--- config.mk ---
export PLATFORM = sky130hd
export DESIGN_NAME = input_mapper
export DESIGN_NICKNAME = d
export VERILOG_FILES = /design/src/rtl/input_mapper.sv
export SDC_FILE = /design/constraint.sdc
export NUM_CORES = 1
export LEC_CHECK = 0
export BUFFER_PORTS_ARGS = -buffer_cell sky130_fd_sc_hd__buf_4
export CORE_ASPECT_RATIO = 0.7
export CORE_MARGIN = 3
export CORE_UTILIZATION = 48
export DETAILED_ROUTE_END_ITERATION = 12
export HOLD_SLACK_MARGIN = 0.15
export PLACE_DENSITY = 0.75
export SYNTH_ARGS = -nofsm -noshare
export SYNTH_HDL_FRONTEND = slang
export SYNTH_SLANG_ARGS = --single-unit
--- constraint.sdc ---
create_clock -name clk_sys -period 1.9 [get_ports clk_sys]
set_clock_uncertainty 0.05 [all_clocks]
set_input_delay 0 -clock clk_sys [delete_from_list [all_inputs] [get_ports clk_sys]]
set_output_delay 0 -clock clk_sys [all_outputs]
set_load 0.005 [all_outputs]
--- src/rtl/input_mapper.sv ---
// Maps PS/2 key events and two joypads onto registered arcade control lines.
// Each coin input is stretched into a fixed-length, vblank-timed pulse.
module input_mapper #(
  parameter int unsigned COIN_FRAMES = 4
) (
  input  logic        clk_sys,
  input  logic        reset_n,
  input  logic [10:0] ps2_key,
  input  logic [15:0] joystick_0,
  input  logic [15:0] joystick_1,
  input  logic        no_rotate,
  input  logic        vblank,
  output logic        p1_up,
  output logic        p1_down,
  output logic        p1_left,
  output logic        p1_right,
  output logic        p1_jump,
  output logic        p2_up,
  output logic        p2_down,
  output logic        p2_left,
  output logic        p2_right,
  output logic        p2_jump,
  output logic        start1,
  output logic        start2,
  output logic        coin1,
  output logic        coin2,
  output logic        test
);

  localparam logic [3:0] COIN_LIMIT = 4'(COIN_FRAMES);

  typedef enum logic [1:0] {
    COIN_IDLE,
    COIN_PULSE,
    COIN_HOLD
  } coin_state_e;

  typedef struct packed {
    logic up1, down1, left1, right1;
    logic space, ctrl;
    logic f1, f2, key1, key2, key5, key6;
    logic up2, down2, left2, right2, jump2;
    logic test;
  } held_t;

  held_t       held_q;
  logic        toggle_q;
  logic        armed_q;
  logic        vblank_q;
  logic        key_event;
  logic        key_pressed;
  logic        key_ext;
  logic [7:0]  key_code;
  logic        vblank_rise;

  coin_state_e coin_state_q [2];
  coin_state_e coin_state_d [2];
  logic [3:0]  coin_cnt_q   [2];
  logic [3:0]  coin_cnt_d   [2];
  logic [1:0]  coin_raw;

  logic p1_raw_up, p1_raw_down, p1_raw_left, p1_raw_right, p1_raw_jump;
  logic p2_raw_up, p2_raw_down, p2_raw_left, p2_raw_right, p2_raw_jump;
  logic unused_pad_bits;

  assign key_code    = ps2_key[7:0];
  assign key_ext     = ps2_key[8];
  assign key_pressed = ps2_key[9];
  assign key_event   = armed_q & (ps2_key[10] != toggle_q);
  assign vblank_rise = vblank & ~vblank_q;

  assign unused_pad_bits = ^{joystick_0[15:8], joystick_1[15:8]};

  // Toggle tracking and arming. armed_q keeps a stale toggle level present
  // at reset release from being mistaken for a key event.
  // NOTE: sequential state uses non-blocking assignments so every register
  // samples the pre-edge values, regardless of process ordering.
  always_ff @(posedge clk_sys or negedge reset_n) begin
    if (!reset_n) begin
      toggle_q <= 1'b0;
      armed_q  <= 1'b0;
      vblank_q <= 1'b0;
    end else begin
      toggle_q <= ps2_key[10];
      armed_q  <= 1'b1;
      vblank_q <= vblank;
    end
  end

  // Held-key registers: arrow keys match either extended flag, all others
  // only the non-extended code.
  always_ff @(posedge clk_sys or negedge reset_n) begin
    if (!reset_n) begin
      held_q <= '0;
    end else if (key_event) begin
      case (key_code)
        8'h75: held_q.up1    <= key_pressed;
        8'h72: held_q.down1  <= key_pressed;
        8'h6B: held_q.left1  <= key_pressed;
        8'h74: held_q.right1 <= key_pressed;
        default: begin
          if (!key_ext) begin
            case (key_code)
              8'h29: held_q.space  <= key_pressed;
              8'h14: held_q.ctrl   <= key_pressed;
              8'h05: held_q.f1     <= key_pressed;
              8'h06: held_q.f2     <= key_pressed;
              8'h16: held_q.key1   <= key_pressed;
              8'h1E: held_q.key2   <= key_pressed;
              8'h2E: held_q.key5   <= key_pressed;
              8'h36: held_q.key6   <= key_pressed;
              8'h2D: held_q.up2    <= key_pressed;
              8'h2B: held_q.down2  <= key_pressed;
              8'h23: held_q.left2  <= key_pressed;
              8'h34: held_q.right2 <= key_pressed;
              8'h1C: held_q.jump2  <= key_pressed;
              8'h2C: held_q.test   <= key_pressed;
              default: ;
            endcase
          end
        end
      endcase
    end
  end

  assign p1_raw_up    = held_q.up1    | joystick_0[3];
  assign p1_raw_down  = held_q.down1  | joystick_0[2];
  assign p1_raw_left  = held_q.left1  | joystick_0[1];
  assign p1_raw_right = held_q.right1 | joystick_0[0];
  assign p1_raw_jump  = held_q.space  | held_q.ctrl | joystick_0[4];

  assign p2_raw_up    = held_q.up2    | joystick_1[3];
  assign p2_raw_down  = held_q.down2  | joystick_1[2];
  assign p2_raw_left  = held_q.left2  | joystick_1[1];
  assign p2_raw_right = held_q.right2 | joystick_1[0];
  assign p2_raw_jump  = held_q.jump2  | joystick_1[4];

  assign coin_raw[0] = held_q.key5 | joystick_0[7];
  assign coin_raw[1] = held_q.key6 | joystick_1[7];

  // Coin pulse stretchers. The counter is cleared on entry to PULSE, so a
  // vblank edge landing on that same clock is not counted.
  // NOTE: every variable gets its default before the case so that no path
  // leaves it unassigned and infers a latch.
  always_comb begin
    for (int i = 0; i < 2; i++) begin
      coin_state_d[i] = coin_state_q[i];
      coin_cnt_d[i]   = coin_cnt_q[i];
      case (coin_state_q[i])
        COIN_IDLE: begin
          if (coin_raw[i] && armed_q) begin
            coin_state_d[i] = COIN_PULSE;
            coin_cnt_d[i]   = '0;
          end
        end
        COIN_PULSE: begin
          if (vblank_rise) begin
            coin_cnt_d[i] = coin_cnt_q[i] + 4'd1;
            if (coin_cnt_q[i] + 4'd1 == COIN_LIMIT) coin_state_d[i] = COIN_HOLD;
          end
        end
        COIN_HOLD: begin
          if (!coin_raw[i]) coin_state_d[i] = COIN_IDLE;
        end
        default: coin_state_d[i] = COIN_IDLE;
      endcase
    end
  end

  always_ff @(posedge clk_sys or negedge reset_n) begin
    if (!reset_n) begin
      for (int i = 0; i < 2; i++) begin
        coin_state_q[i] <= COIN_IDLE;
        coin_cnt_q[i]   <= '0;
      end
    end else begin
      for (int i = 0; i < 2; i++) begin
        coin_state_q[i] <= coin_state_d[i];
        coin_cnt_q[i]   <= coin_cnt_d[i];
      end
    end
  end

  // Output registers; a horizontal cabinet rotates each player's directions.
  always_ff @(posedge clk_sys or negedge reset_n) begin
    if (!reset_n) begin
      p1_up    <= 1'b0;
      p1_down  <= 1'b0;
      p1_left  <= 1'b0;
      p1_right <= 1'b0;
      p1_jump  <= 1'b0;
      p2_up    <= 1'b0;
      p2_down  <= 1'b0;
      p2_left  <= 1'b0;
      p2_right <= 1'b0;
      p2_jump  <= 1'b0;
      start1   <= 1'b0;
      start2   <= 1'b0;
      coin1    <= 1'b0;
      coin2    <= 1'b0;
      test     <= 1'b0;
    end else begin
      p1_up    <= no_rotate ? p1_raw_left  : p1_raw_up;
      p1_down  <= no_rotate ? p1_raw_right : p1_raw_down;
      p1_left  <= no_rotate ? p1_raw_down  : p1_raw_left;
      p1_right <= no_rotate ? p1_raw_up    : p1_raw_right;
      p1_jump  <= p1_raw_jump;
      p2_up    <= no_rotate ? p2_raw_left  : p2_raw_up;
      p2_down  <= no_rotate ? p2_raw_right : p2_raw_down;
      p2_left  <= no_rotate ? p2_raw_down  : p2_raw_left;
      p2_right <= no_rotate ? p2_raw_up    : p2_raw_right;
      p2_jump  <= p2_raw_jump;
      start1   <= held_q.f1 | held_q.key1 | joystick_0[5] | joystick_1[5];
      start2   <= held_q.f2 | held_q.key2 | joystick_0[6] | joystick_1[6];
      test     <= held_q.test;
      coin1    <= (coin_state_d[0] == COIN_PULSE);
      coin2    <= (coin_state_d[1] == COIN_PULSE);
    end
  end

endmodule

-- Word-level counts from Yosys, hierarchy flattened
Index checks and enable logic that the tools add are counted.
- register bits: 48
- input bits: 47
- output and inout port bits: 15
- logic and storage cells: 148
- $add $sub $neg: 2
- eq/ne operators: 31
- muxes and demuxes: 24
- bitwise gates (word level): 24
- reduce and logical (&&, ||, !) cells: 27
- operators by type and width (kind ; count):
    $eq A8 B6 Y1 const B ; 8
    $reduce_and A4 Y1 ; 14
    $eq A8 B5 Y1 const B ; 4
    $eq A8 B7 Y1 const B ; 4
    $or A1 B1 Y1 ; 19
    $eq A8 B3 Y1 const B ; 2
    $mux W2 ; 8
    $mux W4 ; 4
    $pmux W4 S2 ; 2
    $pmux W2 S3 ; 2
    $add A4 B1 Y4 const B ; 2
    $eq A2 B1 Y1 const B ; 4
    $eq A4 B3 Y1 const B ; 2
    $mux W1 ; 8
    $ne A2 B2 Y1 const B ; 4
    $reduce_and A2 Y1 ; 4
    $reduce_and A3 Y1 ; 2
    $eq A2 B2 Y1 const B ; 2
    $logic_not A2 Y1 ; 2
    $reduce_bool A2 Y1 ; 2
    $reduce_or A4 Y1 ; 1
    $not A1 Y1 ; 3
    $and A1 B1 Y1 ; 2
    $logic_and A1 B1 Y1 ; 2
    $ne A1 B1 Y1 ; 1

-- Logic depth before layout (Yosys ltp)
Gate-level depths: netlist of the first run.
- depth in word-level cells: 6
- depth in mapped cells: 5
- gate-level depth less buffers: 5

-- Worst setup path after synthesis of the first run
No wires, ideal clock.
- kind: reg2reg
- start: register toggle_q
- end: register held_q[15] in the netlist's numbering
- setup time: 0.128 ns
- arrival: 1.447 ns
- required time: 1.722 ns
- setup slack: 0.275 ns
- stages on the path, launching flop included: 5
- buffers on the path: 0
- clock period less this slack: 1.625 ns
- path through: dfrtp_1 -> xnor2_1 -> or3_4 -> nor4_4 -> mux2_1
- cells in the longest elaborated chain, start to end: 3
- RTL lines (item ; RTL line ; text):
    start, declared ; 47 ; logic toggle_q;
    start signal, assigned ; 84 ; toggle_q <= ps2_key[10];
    $ne A1 B1 Y1 ; 69 ; assign key_event = armed_q & (ps2_key[10] != toggle_q);
    $and A1 B1 Y1 ; 69 ;
    $reduce_and A2 Y1 (no line) ; n/a ;
    end, declared ; 46 ; held_t held_q;
Every way passes these cells.
A chain may end at the register's enable or synchronous reset.

-- Worst setup path after layout of the first run
- start: input port joystick_1[2]
- end: register p2_down
- cells in the longest elaborated chain, start to end: 2
- RTL lines (item ; RTL line ; text):
    start, declared ; 10 ; input logic [15:0] joystick_1,
    $or A1 B1 Y1 ; 133 ; assign p2_raw_down = held_q.down2 | joystick_1[2];
    $mux W1 ; 209 ; p2_down <= no_rotate ? p2_raw_right : p2_raw_down;
    end signal, assigned ; 209 ;
    end, declared ; 19 ; output logic p2_down,
Every way passes these cells.

==> flow_metrics.py, run 1 <==
metrics = {
    "setup_path": {
        "cp_num_buf_inv": 4,
        "worstPathMaxFanout": 2,
        "crit_type": "in -> reg",
        "critPathRequiredTime_ns": 2.05,
        "critPathLaunchType": "primary input",
        "reg2reg_slack_ns": 0.01,
        "crit_end": "p2_down",
        "critical_path.top_delay_family": "buffers and inverters",
        "cp_data_arrival_time_ns": 2.05,
        "crit_cells": 6,
        "ff2ff_path_depth": 4,
        "rr_startpoint": "held_q[4]",
        "end_kind": "flop",
        "critPathMaxStageDelay_ns": 0.58,
        "cpMostUsedCell": "dlygate4sd3_1",
        "worstPathCellList": "dlygate4sd3_1, buf_4, nor3_1, dlygate4sd3_1, a21oi_1, dlygate4sd3_1",
        "crit_slowest_cell": "dlygate4sd3_1",
        "crit_start": "joystick_1[2]",
        "crit-reg2reg-capture": "p2_down",
    },
    "grt": {
        "grt_pass1_wl_mm": 9.31,
        "grt_pass1_vias": 1933,
        "antenna_found_initial": 1,
        "grt_max_degree": 49,
        "grtUsageTotal": 0.222,
        "grt_overflow": 0,
    },
    "timing": {
        "period_minus_slack_ns": 1.90,
        "rsz0062_at_grt": "true",
        "slew_violations": 0,
        "setup_violations": 1,
        "fmax_mhz": 526,
        "relSlewSlack": 0.593,
        "layout_setup_ws_ns": -0.00103,
        "tightest_slew_ns": 0.611,
        "hold_violations": 0,
        "fin_crit_sh": 1.00,
    },
    "placement": {
        "hpwl_mm": 3.28,
        "gp_congestion": 0.829,
        "dp.cells": 285,
        "numPortBuffers": 45,
        "dp_slack_ns": 0.161,
    },
    "logic_synthesis": {
        "synth_nets": 240,
        "synth_cell_types": 41,
        "synth.cell_area_um2": 2170,
        "synth_enable_flop_cells": 0,
        "synth-main-ff-cell": "dfrtp_1",
        "netlist_instances": 191,
        "async_flop_share": 1.00,
        "avgSynthCellArea_um2": 11.3,
        "ys_seq_area_frac": 0.555,
        "yosys_warnings": 0,
        "ys_ff_latch": 48,
    },
    "floorplan": {
        "die_w_um": 86.3,
        "die-area_um2": 5370,
        "start_util": 0.524,
        "core_area_um2": 4140,
        "die_h_um": 62.2,
        "core.rowCount": 19,
        "ioPinCount": 62,
    },
    "route": {
        "drtIter0Drc": 174,
        "antenna_left": 0,
        "firstDrtPassIters": 4,
        "drc": 0,
        "viasPerCell": 5.44,
        "vias": 1806,
        "wire_per_inst_um": 16.6,
        "totalWireLength_mm": 5.52,
    },
    "power": {
        "total_power_w": 0.00240,
        "irDropWorstVdd_mv": 0.588,
        "power.density_nw_per_um2": 786,
        "leakage_nw": 1.40,
    },
    "final_layout": {
        "largest_reg_flops": 18,
        "areaGrowthSynthToFinish_pct": 40.8,
        "stdcell_count": 332,
        "drive_gt1_frac": 0.251,
        "regMostFlops": "held_q",
        "top_regs": "held_q: 18 flops, coin_cnt_q: 8 flops, coin_state_q: 4 flops",
        "nets": 328,
    },
    "clocking": {
        "h-tree-depth": 2,
        "clockBufferDepth": 2,
        "path_clk_slew_ns": 0.09,
        "cts_tree": "built",
        "cts_made_buffers": 5,
        "cts.sinks": 48,
        "cts_root_buf": "clkbuf_8",
        "clk_latency_ns": 0.30,
    },
    "outcome": {
        "status": "finished with violations",
        "violations": "setup timing",
    },
    "min_path": {
        "hold_depth": 4,
        "min_from": "ps2_key[3]",
        "worst_hold_path_type": "in -> reg",
    },
    "job": {
        "drv_cap": 0,
    },
}
[logic make-up (layout without fill, tap and decap cells)]
kind of cell,Yosys count,count (layout),synth area share
adder cells (fa/ha/maj),2,2,0.0116
AND/OR/NAND/NOR,88,88,0.243
buffers and inverters,6,94,0.0110
multiplexers,19,19,0.0982
AO/OA/AOI/OAI,23,23,0.0641
flip-flops,48,48,0.555
other,1,2,0.00173
XOR/XNOR,4,4,0.0162
[worst min-delay path by stage]
stage | to
after floorplan | armed_q
after detailed placement | start2
after global placement | start2
after global routing | held_q[16]
after CTS | held_q[3]
final | held_q[3]
[synthesized netlist by cell type, types with 2 or more instances]
library cell  instances  area share
dfrtp_1              48        0.55
nor2_1               15       0.026
mux2_1               14       0.073
a21oi_1              12       0.028
nand3_1              12       0.028
nor3_1               11       0.025
nand2_1              10       0.017
nand2b_1              6       0.017
nand4_1               5       0.014
nor2b_1               5       0.014
mux2_2                4       0.021
clkbuf_1              3      0.0052
nor4_1                3      0.0087
o21ai_0               3      0.0069
xor2_1                3       0.012
a21o_1                2      0.0069
a22o_1                2      0.0081
ha_1                  2       0.012
inv_1                 2      0.0035
nand3b_1              2      0.0069
nand4b_1              2      0.0081
o21ba_2               2      0.0092
or2_2                 2      0.0058
or3_1                 2      0.0058
or3_4                 2       0.010
or4_1                 2      0.0069
[final cells by class]
| class | count | area [µm²] |
|---|---|---|
| clock buffers | 6 | 72.6 |
| fillers | 286 | 1090 |
| repair buffers | 85 | 736 |
| multi-input cells | 137 | 961 |
| well taps | 52 | 65.1 |
| inverters | 2 | 7.51 |
| diodes | 1 | 2.50 |
| flip-flops and latches | 48 | 1200 |
| clock inverters | 1 | 5.00 |
[per-layer routing]
layer | track usage | vias to the layer above | wire length (µm) | part of all wire
met2 | 0.341 | 66 | 2600 | 0.47
met1 | 0.297 | 860 | 2420 | 0.44
met3 | 0.0608 | 16 | 356 | 0.065
met4 | 0.0895 | 0 | 136 | 0.025
li1 | - | 864 | - | -
met5 | 0 | - | 0 | 0
[power by group]
group | total (W) | switching [W] | internal, W
clock network | 0.000577 | 0.000326 | 0.000251
logic | 0.000556 | 0.000255 | 0.000301
registers | 0.00126 | 0.000104 | 0.00116
total | 0.00240 | 0.000685 | 0.00171
[cell usage in the layout (no fill, tap or decap), types with 2 or more instances in the layout]
cell	instances
nor3_2	4
o21ai_0	3
ha_1	2
or2_2	2
buf_4	46
nand4_1	5
clkbuf_8	5
nor4_1	3
nand4b_1	2
nand3b_1	2
or3_1	2
or3_4	2
xor2_1	3
nor3_1	7
nor2b_1	5
nand3_1	12
nand2b_1	6
dfrtp_1	48
mux2_2	4
o21ba_2	2
nor2_1	15
nand2_1	10
or4_1	2
dlygate4sd3_1	39
mux2_1	14
a21o_1	2
a22o_1	2
inv_1	2
a21oi_1	12
[tightest hold or removal path: stages]
cell and delay [ns]:
buf_4 0.10, nand3b_1 0.12, nor3_1 0.06, mux2_2 0.21
[stage by stage]
stage                     instance area [µm²]   util  setup TNS (ns)  hold WS (ns)
after global routing                     3050  0.737         -0.0982         0.195
after detailed placement                 2560  0.619               0      -0.00180
after CTS                                3080  0.744               0         0.157
final                                    3050  0.737        -0.00103         0.163
after global placement                   2560  0.619               0      -0.00504
after floorplan                          2170      -               0        -0.346
[repair_timing]
action / CTS / global route
endpoints found under the hold margin: 84 / 1
hold buffers: 44 / 1
endpoints found under the setup margin: 0 / 9
setup buffers: 0 / 0
gates resized for setup: 0 / 4
No activity file was read; power rests on OpenSTA's default activity.
==> run 2: changes to the inputs <==
--- a/config.mk
+++ b/config.mk
@@ -10,4 +10,5 @@
 export CORE_MARGIN = 3
 export CORE_UTILIZATION = 48
+export CTS_BUF_LIST = sky130_fd_sc_hd__clkbuf_16
 export DETAILED_ROUTE_END_ITERATION = 12
 export HOLD_SLACK_MARGIN = 0.15
--- a/constraint.sdc
+++ b/constraint.sdc
@@ -3,3 +3,3 @@
 set_input_delay 0 -clock clk_sys [delete_from_list [all_inputs] [get_ports clk_sys]]
 set_output_delay 0 -clock clk_sys [all_outputs]
-set_load 0.005 [all_outputs]
+set_load 0.02 [all_outputs]
==> run 2 against run 1 <==
- the run now ends clean
- clock-buffer cell count decreased by 1
- global-route usage increased by 0.23 points
- core utilization increased by 0.70 points
- first-iteration DRC count decreased by 45%
- wire length decreased by 4.8%
- sequential share of layout area decreased by 0.37 points
- cell count decreased by 0.90%
- maximum frequency increased by 1.0%
- clock power increased by 42%
- worst setup slack improved by 0.020 ns
- critical path type unchanged
- critical endpoint is now p2_left
- largest cell class unchanged
==> flow_metrics.py, run 2 (synthesis results as in run 1) <==
metrics = {
    "clocking": {
        "cts_made_buffers": 5,
        "clockBufferDepth": 2,
        "clk_latency_ns": 0.28,
        "path_clk_slew_ns": 0.06,
        "h-tree-depth": 2,
        "cts_tree": "built",
        "cts.sinks": 48,
        "post_cts_buffers": 0,
        "cts_root_buf": "clkbuf_16",
    },
    "setup_path": {
        "reg2reg_slack_ns": 0.05,
        "ff2ff_path_depth": 4,
        "crit_type": "in -> reg",
        "rr_startpoint": "held_q[3]",
        "worstPathMaxFanout": 2,
        "crit-reg2reg-capture": "p2_left",
        "end_kind": "flop",
        "critPathRequiredTime_ns": 2.02,
        "crit_start": "joystick_1[1]",
        "cp_data_arrival_time_ns": 2.00,
        "crit_end": "p2_left",
        "critPathLaunchType": "primary input",
    },
    "route": {
        "viasPerCell": 5.46,
        "antenna_left": 0,
        "firstDrtPassIters": 5,
        "totalWireLength_mm": 5.25,
        "drtIter0Drc": 95,
        "vias": 1795,
        "wire_per_inst_um": 16.0,
        "drc": 0,
    },
    "grt": {
        "antenna_found_initial": 0,
        "grt_max_degree": 49,
        "grt_pass1_vias": 1894,
        "grt_overflow": 0,
        "grtUsageTotal": 0.224,
        "grt_pass1_wl_mm": 9.38,
    },
    "final_layout": {
        "most-common-layout-cells": "48 x dfrtp_1, 46 x buf_4, 37 x dlygate4sd3_1, 15 x nor2_1, 14 x mux2_1",
        "drive_gt1_frac": 0.249,
        "fin_area_um2": 3080,
        "nets": 326,
        "regArea_um2": 1200,
        "final_util": 0.744,
        "areaGrowthSynthToFinish_pct": 42.2,
        "nFillCells": 276,
        "multi_input_area_um2": 956,
        "antennaDiodeCount": 0,
        "final_common_cell": "dfrtp_1",
        "largest_reg_flops": 18,
        "top_regs": "held_q: 18 flops, coin_cnt_q: 8 flops, coin_state_q: 4 flops",
        "regMostFlops": "held_q",
    },
    "timing": {
        "relSlewSlack": 0.601,
        "fin_crit_sh": 0.990,
        "rsz0062_at_grt": "false",
        "fmax_mhz": 532,
        "hold_violations": 0,
        "tns_ns": 0,
        "tightest_slew_ns": 0.599,
        "period_minus_slack_ns": 1.88,
        "setup_violations": 0,
        "slew_violations": 0,
    },
    "floorplan": {
        "die_w_um": 86.3,
        "core.rowCount": 19,
        "die_h_um": 62.2,
        "core_area_um2": 4140,
        "die-area_um2": 5370,
        "start_util": 0.524,
        "ioPinCount": 62,
    },
    "outcome": {
        "status": "finished clean",
    },
    "placement": {
        "gp_congestion": 0.829,
        "place_area_um2": 2560,
        "numPortBuffers": 45,
        "hpwl_mm": 3.28,
    },
    "min_path": {
        "hold_depth": 4,
        "worst_hold_path_type": "in -> reg",
    },
    "power": {
        "irDropWorstVdd_mv": 0.770,
        "power.density_nw_per_um2": 870,
        "leakage_nw": 1.42,
        "total_power_w": 0.00268,
    },
    "job": {
        "drv_cap": 0,
    },
}
-- run 2: changes by cell type in the layout (fill, tap and decap cells not counted), sizes merged --
cell,previous run,this run
dlygate4sd3,39,37
diode,1,0
clkbuf,6,5
inv,2,3
-- run 2: how the worst min path moves through the flow --
| stage | from | endpoint |
|---|---|---|
| after floorplan | reset_n | armed_q |
| after global placement | reset_n | start2 |
| after detailed placement | reset_n | start2 |
| after CTS | ps2_key[3] | held_q[3] |
| after global routing | ps2_key[3] | held_q[17] |
| final | ps2_key[3] | held_q[17] |
-- run 2: critical path: stages --
cell and delay, ns:
dlygate4sd3_1 0.54, buf_4 0.14, nor3_1 0.15, dlygate4sd3_1 0.57
a21oi_1 0.04, dlygate4sd3_1 0.56
-- run 2: report_power, final --
group	switching, W	internal, W	total, W	leakage, nW
registers	0.000103	0.00116	0.00127	0.608
clock network	0.000344	0.000473	0.000817	0.0709
logic	0.000293	0.000301	0.000595	0.740
-- run 2: metal layers --
layer | share of wire | routed length [µm] | vias to the layer above | track usage
met5 | 0 | 0 | - | 0
met4 | 0.027 | 143 | 0 | 0.0875
met3 | 0.046 | 240 | 13 | 0.0502
met2 | 0.47 | 2450 | 47 | 0.344
met1 | 0.46 | 2420 | 876 | 0.309
li1 | - | - | 859 | -
-- run 2: cell type report --
type	count	share of cell area
flip-flops and latches	48	0.390
multi-input cells	137	0.310
repair buffers	83	0.232
clock buffers	5	0.0406
well taps	52	0.0211
clock inverters	2	0.00284
inverters	2	0.00244
-- run 2: repair_timing --
item | 4_1_cts | 5_1_grt
endpoints found under the setup margin | 0 | 7
hold buffers | 44 | 0
gates resized for setup | 0 | 3
hold endpoints to repair | 84 | 0
-- run 2: stage by stage --
step	cells	setup slack (ns)	hold WS, ns
finish	329	0.0187	0.205
global route	329	0.00451	0.236
CTS	336	0.0287	0.175
detailed placement	285	0.161	-0.00180
global placement	285	0.206	-0.00504
floorplan	191	0.275	-0.346
